$ cat config.mk
export PLATFORM = sky130hd
export DESIGN_NAME = gshare_fetch_pc
export DESIGN_NICKNAME = d
export VERILOG_FILES = /design/src/rtl/gshare_fetch_pc.sv
export SDC_FILE = /design/constraint.sdc
export NUM_CORES = 2
export LEC_CHECK = 0
export CORE_AREA = 2 2 251 253
export CTS_CLUSTER_SIZE = 30
export DETAILED_ROUTE_END_ITERATION = 6
export DIE_AREA = 0 0 253 255
export GPL_ROUTABILITY_DRIVEN = 0
export PLACE_DENSITY = 0.83
export SYNTH_ARGS = -nofsm -noshare
export SYNTH_HDL_FRONTEND = slang
export SYNTH_SLANG_ARGS = --single-unit
$ cat constraint.sdc
create_clock -name clk -period 6.2 [get_ports clk]
set_clock_uncertainty 0.1 [all_clocks]
set_input_delay 1.24 -clock clk [delete_from_list [all_inputs] [get_ports clk]]
set_output_delay 1.24 -clock clk [all_outputs]
set_load 0.005 [all_outputs]
$ cat src/rtl/gshare_fetch_pc.sv
// Fetch-stage next-PC generator: gshare-indexed PHT plus speculative GHR in front of the BTB,
// with EX-side mispredict recovery and a registered BTB/PHT update stream.
module gshare_fetch_pc #(
    parameter int          ENTRY_NUM  = 256,
    parameter int          INDEX_BITS = $clog2(ENTRY_NUM),
    parameter logic [31:0] RESET_PC   = 32'h0000_0000
) (
    input  logic                  clk,
    input  logic                  reset_n,
    input  logic                  fetch_stall,
    output logic [31:0]           lookup_pc,
    output logic [INDEX_BITS-1:0] lookup_index,
    input  logic                  btb_hit,
    input  logic [31:0]           predicted_target,
    output logic                  f_pred_taken,
    output logic [31:0]           f_pred_target,
    output logic [INDEX_BITS-1:0] f_ghr,
    input  logic                  ex_valid,
    input  logic                  ex_is_cond,
    input  logic                  ex_is_jump,
    input  logic [31:0]           ex_pc,
    input  logic                  ex_actual_taken,
    input  logic [31:0]           ex_actual_target,
    input  logic                  ex_pred_taken,
    input  logic [31:0]           ex_pred_target,
    input  logic [INDEX_BITS-1:0] ex_ghr,
    output logic                  flush,
    output logic                  update_en,
    output logic [INDEX_BITS-1:0] update_index,
    output logic [31:0]           update_pc,
    output logic [31:0]           update_target,
    output logic [31:0]           branch_cnt,
    output logic [31:0]           mispredict_cnt
);

    logic [31:0]           pc_q;
    logic [INDEX_BITS-1:0] ghr_q;
    logic [1:0]            pht [ENTRY_NUM];

    logic                  ex_br;
    logic                  mispredict;
    logic [INDEX_BITS-1:0] ex_index;
    logic [31:0]           next_pc;
    logic [INDEX_BITS-1:0] next_ghr;

    logic                  pht_wr_en;
    logic [INDEX_BITS-1:0] pht_wr_index;
    logic                  pht_wr_taken;
    logic [1:0]            pht_wr_value;

    // Prediction path: purely combinational through the BTB.
    assign lookup_pc     = pc_q;
    assign lookup_index  = pc_q[INDEX_BITS+1:2] ^ ghr_q;
    assign f_pred_taken  = btb_hit & pht[lookup_index][1];
    assign f_pred_target = f_pred_taken ? predicted_target : pc_q + 32'd4;
    assign f_ghr         = ghr_q;

    assign ex_br      = ex_valid & (ex_is_cond | ex_is_jump);
    assign ex_index   = ex_pc[INDEX_BITS+1:2] ^ ex_ghr;
    assign mispredict = ex_br & ((ex_actual_taken != ex_pred_taken) |
                                 (ex_actual_taken & (ex_actual_target != ex_pred_target)));
    assign flush      = mispredict;

    always_comb begin
        // NOTE: every comb output gets a default first so no path can infer a latch.
        next_pc  = pc_q;
        next_ghr = ghr_q;
        if (mispredict) begin
            next_pc  = ex_actual_taken ? ex_actual_target : ex_pc + 32'd4;
            next_ghr = {ex_ghr[INDEX_BITS-2:0], ex_actual_taken};
        end else if (!fetch_stall) begin
            next_pc = f_pred_target;
            if (btb_hit) next_ghr = {ghr_q[INDEX_BITS-2:0], f_pred_taken};
        end
    end

    always_comb begin
        pht_wr_value = pht[pht_wr_index];
        if (pht_wr_taken && pht_wr_value != 2'b11)
            pht_wr_value = pht_wr_value + 2'b01;
        else if (!pht_wr_taken && pht_wr_value != 2'b00)
            pht_wr_value = pht_wr_value - 2'b01;
    end

    // NOTE: sequential state uses non-blocking assignments so every register samples pre-edge values.
    always_ff @(posedge clk or negedge reset_n) begin
        if (!reset_n) begin
            pc_q           <= RESET_PC;
            ghr_q          <= '0;
            update_en      <= 1'b0;
            update_index   <= '0;
            update_pc      <= '0;
            update_target  <= '0;
            pht_wr_en      <= 1'b0;
            pht_wr_index   <= '0;
            pht_wr_taken   <= 1'b0;
            branch_cnt     <= '0;
            mispredict_cnt <= '0;
        end else begin
            pc_q         <= next_pc;
            ghr_q        <= next_ghr;
            update_en    <= ex_br & ex_actual_taken;
            pht_wr_en    <= ex_valid & ex_is_cond;
            pht_wr_index <= ex_index;
            pht_wr_taken <= ex_actual_taken;
            if (ex_br & ex_actual_taken) begin
                update_index  <= ex_index;
                update_pc     <= ex_pc;
                update_target <= ex_actual_target;
            end
            if (ex_br)      branch_cnt     <= branch_cnt + 32'd1;
            if (mispredict) mispredict_cnt <= mispredict_cnt + 32'd1;
        end
    end

    // NOTE: the PHT must come out of reset weakly not-taken, so this array is reset explicitly.
    always_ff @(posedge clk or negedge reset_n) begin
        if (!reset_n) begin
            for (int i = 0; i < ENTRY_NUM; i++) pht[i] <= 2'b01;
        end else if (pht_wr_en) begin
            pht[pht_wr_index] <= pht_wr_value;
        end
    end

endmodule

==> flow_summary.yaml <==
outcome:
  status: "complete, but fails checks"
  violations: "design-rule violations"
global_route:
  grt_pass1_vias: 28093
  antenna_found_initial: 14
  grt_pass1_wl_um: 176000
  track_usage: 0.366
  grt_max_degree: 154
  grt_remaining_overflow: 0
worst_setup_path:
  crit_chain: "xnor2_2, inv_6, buf_16, mux4_2, mux4_2, nand4_1, nand4_1, o32ai_4, buf_12, buf_6, mux2i_1, inv_1, clkdlybuf4s50_1"
  critical_path_class: "reg -> out"
  max_stage_delay_ns: 0.55
  path_buf_inv: 6
  cp-start-kind: "flop"
  worstPathRequired_ns: 4.86
  worstSetupEndpointType: "output port"
  cpMaxStageDelayCell: "mux4_2"
  cp_max_fo: 19
  cp_top_family: "buffers and inverters"
  arrival_ns: 4.76
sta:
  maxSlewHeadroom: 0.260
  layout_min_cycle_time_ns: 6.10
  hold_viol: 0
  fmax_ghz: 0.164
  setup_viol: 0
  fin_ws_ns: 0.0967
  slew_violations: 0
  worstMarginPinSlew_ns: 1.10
  final.period_utilization: 0.984
logic_synthesis:
  synth.largest_area_cell: "dfrtp_1"
  synthTopCellsByCount: "mux2_2 (596), dfrtp_1 (443), dfstp_2 (256)"
  postSynthAreaPerCell_um2: 13.0
  synth-async-reset-ratio: 1.00
  synth_most_common_cell: "mux2_2"
  syn_area_um2: 36800
  synth_seq_cells: 699
  synth.distinct_cells: 63
  netlist_instances: 2835
  syn-num-nets: 2986
  synth_top_area_share: 0.301
  synth_edf_count: 0
  synth-main-ff-cell: "dfrtp_1"
  yosysWarnings: 0
  synth_area_leaders: "dfrtp_1 (30%), dfstp_2 (18%), mux2_2 (18%)"
  synth-seq-area-share: 0.484
clock_tree:
  cts_tree: "built"
  numCtsBuffers: 74
  clock_path_buffers: 3
  clkSinkCount: 699
  ctsHtreeMaxLevel: 3
  cts-root-buf: "clkbuf_16"
  clkTransAtPathRegs_ns: 0.06
  clock_latency_ns: 0.64
  cts_hold_buf: 0
power:
  ir_drop_uv: 261
  leakagePower_uw: 0.0185
  powerDensity_nw_per_um2: 331
hold_path:
  hp-class: "reg -> reg"
cells_and_area:
  regArea_um2: 17800
  layout-drive-gt1-share: 0.404
  multi_input_area_um2: 18100
  instances_no_fill: 4032
  post-route-util: 0.709
  final.fill_count: 3977
  nets: 3315
  area_growth_pct: 19.9
detailed_routing:
  vias: 27454
  wl_um: 120000
  vias_per_cell: 6.81
  drc: 37
  dr.pass1.iters: 7
  drtAntennaViolNets: 0
  drt-initial-drc-count: 3519
  avgRoutedWirePerCell_um: 29.7
die:
  fp.dieH_um: 255
  core-area_um2: 62200
  start_util: 0.592
  rows: 92
  ioPinCount: 364
  die_w_um: 253
  dieArea_um2: 64500
place:
  numPortBuffers: 363
  place_inst: 3883
  dp_slack_ns: 0.814
  dp_hpwl_um: 81200
run:
  max_cap_violations: 0
==> worst paths after layout <==
check | startpoint | end | slack [ns] | cells after the start
worst max-delay path | f_ghr[0]$_DFFE_PN0P_ | f_pred_target[7] | 0.1 | 13
max in group asynchronous | reset_n | lookup_pc[24]$_DFFE_PN0P_ | 3.94 | 2
worst min-delay path | branch_cnt[31]$_DFFE_PN0P_ | branch_cnt[31]$_DFFE_PN0P_ | 0.38 | 1
worst max register to register | pht_wr_index[1]$_DFF_PN0_ | pht[254]$_DFFE_PN1P_ | 0.77 | 12
min in group asynchronous | reset_n | pht[219]$_DFFE_PN0P_ | 0.65 | 1
worst min register to register | branch_cnt[31]$_DFFE_PN0P_ | branch_cnt[31]$_DFFE_PN0P_ | 0.38 | 1
==> layout by cell type, fill, tap and decap left out, types with 30 or more instances in the layout <==
cell type        count
a21oi_1             32
buf_4               63
clkbuf_16           79
clkdlybuf4s50_1    360
dfrtp_1            440
dfstp_2            256
mux2_2             596
mux2i_1             41
mux4_2             221
nand2_1            252
nand3_1             66
nand4_1             30
nor2_1             222
o21ai_0             35
xnor2_1             91
xor2_1              69
==> cells by family (layout without fill, tap and decap cells) <==
group           Yosys count  count (layout)  synth area share
compound gates          163             163            0.0304
xor+xnor                164             164            0.0393
fa+ha+maj                 6               6           0.00204
buf+inv                 231             620            0.0270
flops                   699             699             0.484
mux                     860             860             0.330
other cells               0               9                 0
simple gates            712             712            0.0872
==> worst reg2reg max path: stages, from the launching register on <==
cell and delay [ns]:
dfrtp_4 1.13, buf_4 0.62, mux4_2 0.40, mux4_2 0.50, a22oi_1 0.29, nand3_1 0.20
nor3_2 0.43, ha_1 0.24, nand2b_1 0.08, and2_1 0.19, xnor2_2 0.28, buf_12 0.53
mux2_2 0.37
==> metal layers <==
metal	share of wire	up-vias	GRT usage
met4	0.062	12	0.204
met5	0.0020	-	0.0195
li1	-	11008	-
met3	0.13	514	0.144
met2	0.45	1891	0.537
met1	0.36	14029	0.466
==> flip-flops by register name, indices dropped and copies added (netlist names) <==
name	flops
update_target	32
update_en	1
pht_wr_taken	1
pht	512
branch_cnt	32
f_ghr	8
pht_wr_en	1
mispredict_cnt	32
lookup_pc	32
pht_wr_index	8
update_index	8
update_pc	32
==> power breakdown <==
group	switching [uW]	internal [uW]	leakage (uW)	total [uW]
Clock	1890	2720	0.00122	4610
Combinational	2400	2100	0.00871	4500
Sequential	490	5000	0.00854	5490
Total	4780	9830	0.0185	14600
==> timing repair <==
item	4_1_cts	5_1_grt
setup endpoints to repair	0	24
buffers inserted	0	1
endpoints found under the hold margin	0	0
resized for setup	0	5
==> through the flow <==
stage | total power [uW] | TNS, ns | cell area (um2) | hold slack [ns]
finish | 14600 | 0 | 44100 | 0.383
global route | 15000 | -0.00613 | 44100 | 0.406
CTS | 14300 | 0 | 44000 | 0.385
detailed placement | 9750 | 0 | 41500 | 0.371
global placement | 9630 | 0 | 41500 | 0.362
floorplan | 7520 | 0 | 36800 | 0.365
==> cell type report <==
class | count | share of cell area
Multi-Input combinational cell | 1905 | 0.410
Clock buffer | 118 | 0.0515
Inverter | 36 | 0.00324
Timing Repair Buffer | 448 | 0.103
Clock inverter | 18 | 0.00542
Tap cell | 799 | 0.0227
Antenna cell | 9 | 0.000511
Sequential cell | 699 | 0.404
Note: power is estimated with default switching activity, not from simulation.
